--- src/rtl/supernova_wb_arbiter_if.sv ---
// Purpose: execution-unit result handshakes plus PRF GPR/FPR write ports of the writeback arbiter.
// Latency: none; this is wiring only.
// Backpressure: per-source src_ready_out; the PRF write ports cannot stall.
interface supernova_wb_arbiter_if #(
    parameter int NUM_SRC         = 6,
    parameter int NUM_WRITE_PORTS = 4,
    parameter int TAG_WIDTH       = 7,
    parameter int DATA_WIDTH      = 64
);
    logic [NUM_SRC-1:0]                         src_valid_in;
    logic [NUM_SRC-1:0]                         src_ready_out;
    logic [NUM_SRC-1:0]                         src_is_fp_in;
    logic [NUM_SRC-1:0][TAG_WIDTH-1:0]          src_tag_in;
    logic [NUM_SRC-1:0][DATA_WIDTH-1:0]         src_data_in;
    logic [NUM_WRITE_PORTS-1:0]                 gpr_write_valid_out;
    logic [NUM_WRITE_PORTS-1:0][TAG_WIDTH-1:0]  gpr_write_addr_out;
    logic [NUM_WRITE_PORTS-1:0][DATA_WIDTH-1:0] gpr_write_data_out;
    logic [NUM_WRITE_PORTS-1:0]                 fpr_write_valid_out;
    logic [NUM_WRITE_PORTS-1:0][TAG_WIDTH-1:0]  fpr_write_addr_out;
    logic [NUM_WRITE_PORTS-1:0][DATA_WIDTH-1:0] fpr_write_data_out;

    modport master (
        output src_valid_in, src_is_fp_in, src_tag_in, src_data_in,
        input  src_ready_out,
        input  gpr_write_valid_out, gpr_write_addr_out, gpr_write_data_out,
        input  fpr_write_valid_out, fpr_write_addr_out, fpr_write_data_out
    );

    modport slave (
        input  src_valid_in, src_is_fp_in, src_tag_in, src_data_in,
        output src_ready_out,
        output gpr_write_valid_out, gpr_write_addr_out, gpr_write_data_out,
        output fpr_write_valid_out, fpr_write_addr_out, fpr_write_data_out
    );
endinterface

--- src/rtl/supernova_wb_arbiter.sv ---
// Purpose: buffers NUM_SRC result streams and round-robins up to NUM_WRITE_PORTS of them per cycle onto the PRF ports.
// Latency: 2 edges from an accepted push to the registered write strobe.
// Backpressure: src_ready_out drops while a source FIFO holds FIFO_DEPTH entries, with no pop bypass.
module supernova_wb_arbiter #(
    parameter int NUM_SRC         = 6,
    parameter int NUM_WRITE_PORTS = 4,
    parameter int TAG_WIDTH       = 7,
    parameter int DATA_WIDTH      = 64,
    parameter int FIFO_DEPTH      = 2
) (
    input  logic                 clk,
    input  logic                 rst_n,
    input  logic                 flush_in,
    supernova_wb_arbiter_if.slave wb
);
    localparam int SW = (NUM_SRC > 1) ? $clog2(NUM_SRC) : 1;
    localparam int PW = $clog2(FIFO_DEPTH);
    localparam int CW = $clog2(FIFO_DEPTH + 1);
    localparam int KW = (NUM_WRITE_PORTS > 1) ? $clog2(NUM_WRITE_PORTS) : 1;
    localparam logic [CW-1:0] DEPTH_C   = CW'(FIFO_DEPTH);
    localparam logic [SW:0]   NSRC_C    = (SW+1)'(NUM_SRC);
    localparam logic [SW-1:0] LAST_SRC  = SW'(NUM_SRC - 1);
    localparam logic [KW-1:0] LAST_SLOT = KW'(NUM_WRITE_PORTS - 1);

    logic [NUM_SRC-1:0][FIFO_DEPTH-1:0]                 fp_mem;
    logic [NUM_SRC-1:0][FIFO_DEPTH-1:0][TAG_WIDTH-1:0]  tag_mem;
    logic [NUM_SRC-1:0][FIFO_DEPTH-1:0][DATA_WIDTH-1:0] data_mem;
    logic [NUM_SRC-1:0][PW-1:0]                         wr_ptr_q, rd_ptr_q;
    logic [NUM_SRC-1:0][CW-1:0]                         count_q;
    logic [SW-1:0]                                      rr_q, rr_d;

    logic [NUM_SRC-1:0]                  ready, push, pop, head_fp;
    logic [NUM_SRC-1:0][TAG_WIDTH-1:0]   head_tag;
    logic [NUM_SRC-1:0][DATA_WIDTH-1:0]  head_data;
    logic [NUM_WRITE_PORTS-1:0]          slot_vld;
    logic [NUM_WRITE_PORTS-1:0][SW-1:0]  slot_src;

    logic [NUM_WRITE_PORTS-1:0]                 gpr_vld_q, fpr_vld_q;
    logic [NUM_WRITE_PORTS-1:0][TAG_WIDTH-1:0]  gpr_addr_q, fpr_addr_q;
    logic [NUM_WRITE_PORTS-1:0][DATA_WIDTH-1:0] gpr_data_q, fpr_data_q;

    // Ready comes from the registered count only, so a full FIFO stays closed even in a pop cycle.
    always_comb begin
        for (int s = 0; s < NUM_SRC; s++) begin
            ready[s]     = (count_q[s] < DEPTH_C);
            head_fp[s]   = fp_mem[s][rd_ptr_q[s]];
            head_tag[s]  = tag_mem[s][rd_ptr_q[s]];
            head_data[s] = data_mem[s][rd_ptr_q[s]];
        end
    end

    assign push             = wb.src_valid_in & ready;
    assign wb.src_ready_out = ready;

    // Scan from rr_q; the first NUM_WRITE_PORTS non-empty sources fill slots in scan order.
    always_comb begin
        logic [SW:0]   sum;
        logic [SW-1:0] idx;
        logic [KW-1:0] n;
        logic          full;
        pop      = '0;
        slot_vld = '0;
        slot_src = '0;
        rr_d     = rr_q;
        sum      = '0;
        idx      = '0;
        n        = '0;
        full     = 1'b0;
        for (int i = 0; i < NUM_SRC; i++) begin
            sum = {1'b0, rr_q} + (SW+1)'(i);
            if (sum >= NSRC_C) sum = sum - NSRC_C;
            idx = sum[SW-1:0];
            if (!full && (count_q[idx] != '0)) begin
                pop[idx]      = 1'b1;
                slot_vld[n]   = 1'b1;
                slot_src[n]   = idx;
                rr_d          = (idx == LAST_SRC) ? '0 : idx + 1'b1;
                if (n == LAST_SLOT) full = 1'b1;
                else                n    = n + 1'b1;
            end
        end
    end

    always_ff @(posedge clk or negedge rst_n) begin
        if (!rst_n) begin
            wr_ptr_q <= '0;
            rd_ptr_q <= '0;
            count_q  <= '0;
            rr_q     <= '0;
        end else if (flush_in) begin
            wr_ptr_q <= '0;
            rd_ptr_q <= '0;
            count_q  <= '0;
            rr_q     <= '0;
        end else begin
            for (int s = 0; s < NUM_SRC; s++) begin
                if (push[s]) wr_ptr_q[s] <= wr_ptr_q[s] + 1'b1;
                if (pop[s])  rd_ptr_q[s] <= rd_ptr_q[s] + 1'b1;
                if (push[s] && !pop[s])      count_q[s] <= count_q[s] + 1'b1;
                else if (!push[s] && pop[s]) count_q[s] <= count_q[s] - 1'b1;
            end
            rr_q <= rr_d;
        end
    end

    // Storage needs no reset: occupancy alone decides what is readable.
    always_ff @(posedge clk) begin
        for (int s = 0; s < NUM_SRC; s++) begin
            if (push[s] && !flush_in) begin
                fp_mem[s][wr_ptr_q[s]]   <= wb.src_is_fp_in[s];
                tag_mem[s][wr_ptr_q[s]]  <= wb.src_tag_in[s];
                data_mem[s][wr_ptr_q[s]] <= wb.src_data_in[s];
            end
        end
    end

    // GPR tag 0 is the hardwired zero register: it consumes a slot but never strobes.
    always_ff @(posedge clk or negedge rst_n) begin
        if (!rst_n) begin
            gpr_vld_q  <= '0;
            fpr_vld_q  <= '0;
            gpr_addr_q <= '0;
            fpr_addr_q <= '0;
            gpr_data_q <= '0;
            fpr_data_q <= '0;
        end else begin
            for (int k = 0; k < NUM_WRITE_PORTS; k++) begin
                gpr_vld_q[k] <= 1'b0;
                fpr_vld_q[k] <= 1'b0;
                if (!flush_in && slot_vld[k]) begin
                    if (head_fp[slot_src[k]]) begin
                        fpr_vld_q[k]  <= 1'b1;
                        fpr_addr_q[k] <= head_tag[slot_src[k]];
                        fpr_data_q[k] <= head_data[slot_src[k]];
                    end else begin
                        gpr_vld_q[k]  <= (head_tag[slot_src[k]] != '0);
                        gpr_addr_q[k] <= head_tag[slot_src[k]];
                        gpr_data_q[k] <= head_data[slot_src[k]];
                    end
                end
            end
        end
    end

    assign wb.gpr_write_valid_out = gpr_vld_q;
    assign wb.gpr_write_addr_out  = gpr_addr_q;
    assign wb.gpr_write_data_out  = gpr_data_q;
    assign wb.fpr_write_valid_out = fpr_vld_q;
    assign wb.fpr_write_addr_out  = fpr_addr_q;
    assign wb.fpr_write_data_out  = fpr_data_q;
endmodule

--- src/flat_wrapper.sv ---
// flat-port wrapper written by rule: the top's interface ports become plain ports
module supernova_wb_arbiter_flat 
#(
    parameter int NUM_SRC         = 6,
    parameter int NUM_WRITE_PORTS = 4,
    parameter int TAG_WIDTH       = 7,
    parameter int DATA_WIDTH      = 64,
    parameter int FIFO_DEPTH      = 2
)
  (clk, rst_n, flush_in, wb_src_valid_in, wb_src_is_fp_in, wb_src_tag_in, wb_src_data_in, wb_src_ready_out, wb_gpr_write_valid_out, wb_gpr_write_addr_out, wb_gpr_write_data_out, wb_fpr_write_valid_out, wb_fpr_write_addr_out, wb_fpr_write_data_out);
  supernova_wb_arbiter_if #(.NUM_SRC(NUM_SRC), .NUM_WRITE_PORTS(NUM_WRITE_PORTS), .TAG_WIDTH(TAG_WIDTH), .DATA_WIDTH(DATA_WIDTH)) wb_i ();
  input  logic clk;
  input  logic rst_n;
  input  logic flush_in;
  input wire logic [$bits(wb_i.src_valid_in)-1:0] wb_src_valid_in;
  input wire logic [$bits(wb_i.src_is_fp_in)-1:0] wb_src_is_fp_in;
  input wire logic [$bits(wb_i.src_tag_in)-1:0] wb_src_tag_in;
  input wire logic [$bits(wb_i.src_data_in)-1:0] wb_src_data_in;
  output wire logic [$bits(wb_i.src_ready_out)-1:0] wb_src_ready_out;
  output wire logic [$bits(wb_i.gpr_write_valid_out)-1:0] wb_gpr_write_valid_out;
  output wire logic [$bits(wb_i.gpr_write_addr_out)-1:0] wb_gpr_write_addr_out;
  output wire logic [$bits(wb_i.gpr_write_data_out)-1:0] wb_gpr_write_data_out;
  output wire logic [$bits(wb_i.fpr_write_valid_out)-1:0] wb_fpr_write_valid_out;
  output wire logic [$bits(wb_i.fpr_write_addr_out)-1:0] wb_fpr_write_addr_out;
  output wire logic [$bits(wb_i.fpr_write_data_out)-1:0] wb_fpr_write_data_out;
  assign wb_i.src_valid_in = wb_src_valid_in;
  assign wb_i.src_is_fp_in = wb_src_is_fp_in;
  assign wb_i.src_tag_in = wb_src_tag_in;
  assign wb_i.src_data_in = wb_src_data_in;
  assign wb_src_ready_out = wb_i.src_ready_out;
  assign wb_gpr_write_valid_out = wb_i.gpr_write_valid_out;
  assign wb_gpr_write_addr_out = wb_i.gpr_write_addr_out;
  assign wb_gpr_write_data_out = wb_i.gpr_write_data_out;
  assign wb_fpr_write_valid_out = wb_i.fpr_write_valid_out;
  assign wb_fpr_write_addr_out = wb_i.fpr_write_addr_out;
  assign wb_fpr_write_data_out = wb_i.fpr_write_data_out;
  supernova_wb_arbiter #(.NUM_SRC(NUM_SRC), .NUM_WRITE_PORTS(NUM_WRITE_PORTS), .TAG_WIDTH(TAG_WIDTH), .DATA_WIDTH(DATA_WIDTH), .FIFO_DEPTH(FIFO_DEPTH)) u_core (.clk(clk), .rst_n(rst_n), .flush_in(flush_in), .wb(wb_i));
endmodule
--- config.mk ---
export PLATFORM = sky130hd
export DESIGN_NAME = supernova_wb_arbiter_flat
export DESIGN_NICKNAME = d
export VERILOG_FILES = /design/src/rtl/supernova_wb_arbiter_if.sv /design/src/rtl/supernova_wb_arbiter.sv /design/src/flat_wrapper.sv
export SDC_FILE = /design/constraint.sdc
export NUM_CORES = 2
export LEC_CHECK = 0
export CORE_ASPECT_RATIO = 0.9
export CORE_UTILIZATION = 46
export DETAILED_ROUTE_END_ITERATION = 16
export GPL_TIMING_DRIVEN = 1
export PLACE_DENSITY = 0.69
export RECOVER_POWER = 25
export SLEW_MARGIN = 10
export SYNTH_ARGS = -nofsm -noshare
export SYNTH_HDL_FRONTEND = slang
export SYNTH_SLANG_ARGS = --single-unit
--- constraint.sdc ---
create_clock -name clk -period 14.2 [get_ports clk]
set_input_delay 1.42 -clock clk [delete_from_list [all_inputs] [get_ports clk]]
set_output_delay 1.42 -clock clk [all_outputs]
set_load 0.01 [all_outputs]
# ---- Word level (Yosys, flattened, before mapping)
# Index checks and enable logic that the tools add are counted.
# W data, S select, Z words.
dict set report totals {
  regBits 1467
  elab_cells 550
}
dict set report op_classes {
  addsub 45
  reduce_logical 97
  n_bitwise 15
  n_eq_ne 10
  n_mux 260
  order_cmp 56
}
# operator count
set op_table {}
lappend op_table {{$mux W64} 22}
lappend op_table {{$bmux W64 S3} 4}
lappend op_table {{$bwmux W128} 6}
lappend op_table {{$demux W64 S1} 6}
lappend op_table {{$mux W7} 22}
lappend op_table {{$bmux W7 S3} 4}
lappend op_table {{$bwmux W14} 6}
lappend op_table {{$mux W3} 25}
lappend op_table {{$mux W12} 6}
lappend op_table {{$mux W1} 71}
lappend op_table {{$bwmux W12} 5}
lappend op_table {{$mux W2} 26}
lappend op_table {{$mux W6} 8}
lappend op_table {{$logic_and A1 B1 Y1} 43}
lappend op_table {{$demux W7 S1} 6}
lappend op_table {{$lt A3 B4 Y1 const B} 10}
lappend op_table {{$bmux W2 S3} 6}
lappend op_table {{$reduce_bool A2 Y1} 18}
lappend op_table {{$reduce_bool A7 Y1} 5}
lappend op_table {{$demux W3 S2} 5}
lappend op_table {{$or A6 B6 Y6} 5}
lappend op_table {{$lt A1 B2 Y1 const B} 12}
lappend op_table {{$ge A4 B3 Y1 const B} 5}
lappend op_table {{$mux W4} 5}
lappend op_table {{other kinds (31)} 152}

# ---- Depth between registers and ports, before layout
dict set report logic_depth {
  word_depth 29
  depth_mapped 25
  mapped_depth_nobuf 17
}

# ---- Worst setup path before layout
# No wires, ideal clock.
dict set report synth_path {
  kind {input to register}
  startpoint {in flush_in}
  endpoint {reg u_core.data_mem[256] (netlist bit) (enable)}
  path_slack_ps 6581
  t_arrival_ps 7014
  path_stages 3
  setup_time_ps 605
  path_cell_list {buf_6 clkbuf_1 nor3b_1}
}
dict set report synth_between {
  elab_chain_len 2
}
# element line_no
set synth_rtl {}
lappend synth_rtl {{start: declaration} flat_wrapper.sv:14} ;# input logic flush_in;
lappend synth_rtl {{$logic_not A1 Y1} supernova_wb_arbiter.sv:109} ;# if (push[s] && !flush_in) begin
lappend synth_rtl {{$logic_and A1 B1 Y1} supernova_wb_arbiter.sv:109}
lappend synth_rtl {{end signal: indexed assignment} supernova_wb_arbiter.sv:112} ;# data_mem[s][wr_ptr_q[s]] <= wb.src_data_in[s];
lappend synth_rtl {{end: declaration} supernova_wb_arbiter.sv:27} ;# logic [NUM_SRC-1:0][FIFO_DEPTH-1:0][DATA_WIDTH-1:0] data_mem;
# Every way passes these cells.
# A chain may end at the register's enable or synchronous reset.

# ---- Worst setup path in the final report
dict set report layout_path {
  startpoint {reg u_core.rr_q[0]}
  endpoint {reg u_core.fpr_data_q, in the netlist u_core.wb.fpr_write_data_out[180]}
}
dict set report layout_between {
  elab_chain_len 27
  word_cells_on_any_way 135
  cone_classes {add/sub (15); order compare (16); eq/ne (4); mux (74); bitwise (5); reduce/logical (21)}
}
# element line_no
set layout_rtl {}
lappend layout_rtl {{start: declaration} supernova_wb_arbiter.sv:30} ;# logic [SW-1:0] rr_q, rr_d;
lappend layout_rtl {{start signal: assignment} supernova_wb_arbiter.sv:102} ;# rr_q <= rr_d;
lappend layout_rtl {{$sub A3 B3 Y3 or $ge A3 B3 Y1 (tied branches)} supernova_wb_arbiter.sv:71} ;# if (sum >= NSRC_C) sum = sum - NSRC_C;
lappend layout_rtl {{$mux W3} supernova_wb_arbiter.sv:71}
lappend layout_rtl {{$bmux W2 S3} supernova_wb_arbiter.sv:73} ;# if (!full && (count_q[idx] != '0)) begin
lappend layout_rtl {{$mux W2 (not written as such)} supernova_wb_arbiter.sv:73}
lappend layout_rtl {{$reduce_bool A2 Y1} supernova_wb_arbiter.sv:73}
lappend layout_rtl {{$mux W1} supernova_wb_arbiter.sv:73}
lappend layout_rtl {{$add A1 B1 Y2 or $eq A1 B2 Y1 (tied branches)} {supernova_wb_arbiter.sv:79, supernova_wb_arbiter.sv:78}}
lappend layout_rtl {{$mux W2 or $mux W1 (tied branches)} supernova_wb_arbiter.sv:78} ;# if (n == LAST_SLOT) full = 1'b1;
lappend layout_rtl {{(+11 left out)} --}
lappend layout_rtl {{$logic_and A1 B1 Y1 (not written as such)} {supernova_wb_arbiter.sv:75, supernova_wb_arbiter.sv:76}}
lappend layout_rtl {{$mux W3 (not written as such)} supernova_wb_arbiter.sv:76} ;# slot_src[n] = idx;
lappend layout_rtl {{$demux W3 S2} --}
lappend layout_rtl {{$bwmux W12} supernova_wb_arbiter.sv:76}
lappend layout_rtl {{$mux W12} supernova_wb_arbiter.sv:73}
lappend layout_rtl {{$bmux W1 S3} supernova_wb_arbiter.sv:131} ;# if (head_fp[slot_src[k]]) begin
lappend layout_rtl {{$mux W1 (not written as such)} supernova_wb_arbiter.sv:131}
lappend layout_rtl {{$reduce_and A2 Y1 (no source line)} --}
lappend layout_rtl {{end signal: indexed assignment} supernova_wb_arbiter.sv:134} ;# fpr_data_q[k] <= head_data[slot_src[k]];
lappend layout_rtl {{end: declaration} supernova_wb_arbiter.sv:40} ;# logic [NUM_WRITE_PORTS-1:0][DATA_WIDTH-1:0] gpr_data_q, fpr_data_q;
# Several ways; a longest one is shown, not always the timed one. The select of a mux whose other input is x is not followed.

==> impl_metrics.yaml <==
outcome:
  status: "complete, but fails checks"
  violations: "capacitance limit, slew limit"
die:
  fp.dieArea_sq_um: 156300
  core_area_sq_um: 153100
  die_height_um: 375.2
  die_w_um: 416.7
  rows: 136
  boundaryPins: 1023
  start_util_pct: 46.48
yosys:
  synth_edf_count: 864
  ys_types: 100
  yosys_warnings: 0
  mappedNetlistNets: 6140
  synthTopCellsByArea: "edfxtp_1 (36%), dfrtp_1 (21%), mux2_2 (9.0%)"
  synth_top_area_cell: "edfxtp_1"
  seq_area_frac_synth_pct: 57.64
  async_reset_ff_share_pct: 41.10
  avgSynthCellArea_sq_um: 12.52
  synth.most_common_cell: "edfxtp_1"
  synthCells: 5686
  synth_top_area_share_pct: 36.45
  ys_seq_elements: 1467
  syn_area_sq_um: 71190
  ys.flop_type: "edfxtp_1"
  synth_common_cells: "edfxtp_1 (864), nand2_1 (641), o211ai_1 (608)"
global_route:
  track_usage_pct: 35.77
  met2_usage_pct: 54.20
  grt_use_met1_pct: 46.37
  grt-ovfl-total: 0
  grt_max_degree: 221
  grt_pass1_wl_mm: 399.0
  gr-usage-met3_pct: 9.050
  grt_pass1_vias: 52821
  busiest_layer: "met2"
  antenna_found_initial: 153
routing:
  drtIter0Drc: 7003
  wl_per_cell_um: 32.93
  via_count: 56234
  routed_wl_mm: 288.4
  post-route-drc-count: 0
  antenna_left: 0
  viasPerCell: 6.421
  dr.pass1.iters: 6
clock_network:
  path_clk_slew_ps: 60
  postCtsSetupBuffers: 0
  cts_tree: "done"
  cts.repair.resized: 0
  clock_sinks: 1467
  cts_hold_buf: 0
  htreeDepth: 4
  clk_latency_ps: 820
  clock_path_buffers: 3
  cts_made_buffers: 156
  clock-root-buffer: "clkbuf_16"
sta:
  whs_ps: 486.5
  slew_violations: 101
  fin_crit_ps: 9032
  hold_viol_final: 0
  final.setup.tns_ps: 0
  fmax_mhz: 110.7
  finalCritPeriodShare_pct: 63.60
  skew_ps: 32.09
  slew_headroom_pct: -286.9
  worst_pin_slew_ps: 5804
  rsz0062_at_grt: "false"
  setup_violations: 0
min_path:
  hp-class: "flip-flop to flip-flop"
placed_design:
  dp_hpwl_mm: 194.5
  port-buffer-count: 1022
  dpl-instance-area_sq_um: 82870
  place_congestion: 0.9377
cells_and_area:
  regArea_sq_um: 41060
  final_area_sq_um: 88620
  fin_nets: 6957
  nFillCells: 12346
  syn2layout_area_growth_pct: 24.49
  final_util_pct: 57.87
  drive_gt1_share_pct: 17.14
  multi_input_area_sq_um: 27660
critical_path:
  cp.arrival_ps: 9750
  critPathTopFamily: "buffers and inverters"
  critPathCaptureType: "flip-flop"
  crit_buf_inv: 6
  crit_fanout: 155
  path_cells: "inv_1, buf_4, ha_1, xor2_1, nand3_1, o311ai_2, ha_1, inv_1, or4_1, and2_1, o221ai_2, and3_1, o22a_4, buf_12, buf_16, buf_4, mux2i_1, nor2_1, a31o_2, mux2i_1"
  required_ps: 14920
  cp_slowest_cell: "buf_4"
  criticalPathCategory: "flip-flop to flip-flop"
  startpoint_type: "flip-flop"
  max_stage_delay_ps: 1000
job:
  drv_cap: 1
layout by cell type (no fill, tap or decap), types with 24 or more instances in the layout:
| master | netlist | final |
|---|---|---|
| nand2_1 | 641 | 640 |
| mux2_2 | 568 | 568 |
| clkbuf_1 | 284 | 38 |
| mux2_4 | 70 | 70 |
| diode_2 | 0 | 118 |
| a31o_2 | 67 | 66 |
| dlygate4sd3_1 | 0 | 395 |
| edfxtp_1 | 864 | 864 |
| buf_4 | 18 | 92 |
| nand3_1 | 83 | 83 |
| o21ai_0 | 154 | 154 |
| clkbuf_16 | 0 | 169 |
| o211ai_1 | 608 | 608 |
| xnor2_1 | 24 | 24 |
| dfrtp_1 | 603 | 596 |
| clkdlybuf4s50_1 | 0 | 626 |
| nor2_1 | 138 | 136 |
| mux2i_1 | 525 | 525 |
| a21oi_1 | 198 | 197 |
| a211oi_1 | 77 | 76 |
| clkinv_2 | 0 | 26 |
| a31oi_1 | 138 | 137 |
| inv_1 | 155 | 155 |
flip-flops by register name, summed over array words and instances, names as in the netlist, 12 cells and up:
| name | cells |
|---|---|
| u_core.data_mem | 768 |
| u_core.wb.fpr_write_data_out | 256 |
| u_core.wb.gpr_write_data_out | 256 |
| u_core.tag_mem | 84 |
| u_core.wb.fpr_write_addr_out | 28 |
| u_core.wb.gpr_write_addr_out | 28 |
| u_core.count_q | 12 |
| u_core.fp_mem | 12 |
area by class of cell:
cell class	count	share of cell area, %
flip-flops and latches	1467	46.33
multi-input cells	3600	31.21
repair buffers	1122	12.50
clock buffers	221	5.162
well taps	2001	2.825
clock inverters	73	0.9728
inverters	156	0.6664
diodes	118	0.3332
through the flow:
step	std cells	worst slack [ps]
finish	8758	5168
global route	8721	4817
CTS	8639	5647
detailed placement	8345	5670
global placement	8345	5692
floorplan	5686	6581
logic make-up (layout without fill, tap and decap cells):
kind of cell    after synthesis  after routing  share of synthesized area (%)
flops                      1467           1467                          57.64
compound gates             1392           1392                          13.63
mux                        1193           1193                          18.45
simple gates                969            969                          5.758
buf+inv                     619           1572                          3.883
xor+xnor                     33             33                         0.4060
fa+ha+maj                    13             13                         0.2285
other cells                   0            118                              0
worst paths after layout:
kind	start	cells past startpoint	end	slack, ps
min in group asynchronous	rst_n	1	u_core.wb.fpr_write_data_out[52]$_DFFE_PN0P_	2760
setup / recovery	u_core.rr_q[0]$_DFFE_PN0P_	20	u_core.wb.fpr_write_data_out[180]$_DFFE_PN0P_	5170
setup reg to reg	u_core.rr_q[0]$_DFFE_PN0P_	20	u_core.wb.fpr_write_data_out[180]$_DFFE_PN0P_	5170
max in group asynchronous	rst_n	3	u_core.wb.gpr_write_data_out[22]$_DFFE_PN0P_	7380
hold reg to reg	u_core.wb.fpr_write_data_out[116]$_DFFE_PN0P_	1	u_core.wb.fpr_write_data_out[116]$_DFFE_PN0P_	490
hold / removal	u_core.wb.fpr_write_data_out[116]$_DFFE_PN0P_	1	u_core.wb.fpr_write_data_out[116]$_DFFE_PN0P_	490
routing by layer:
metal	share of wire [%]	vias up
met4	6.5	34
met5	0.080	-
met1	39	28045
li1	-	23304
met3	10	944
met2	45	3907
Power is not shown: default switching activity piles up to over one toggle a cycle in this logic, so the estimate is an artifact.
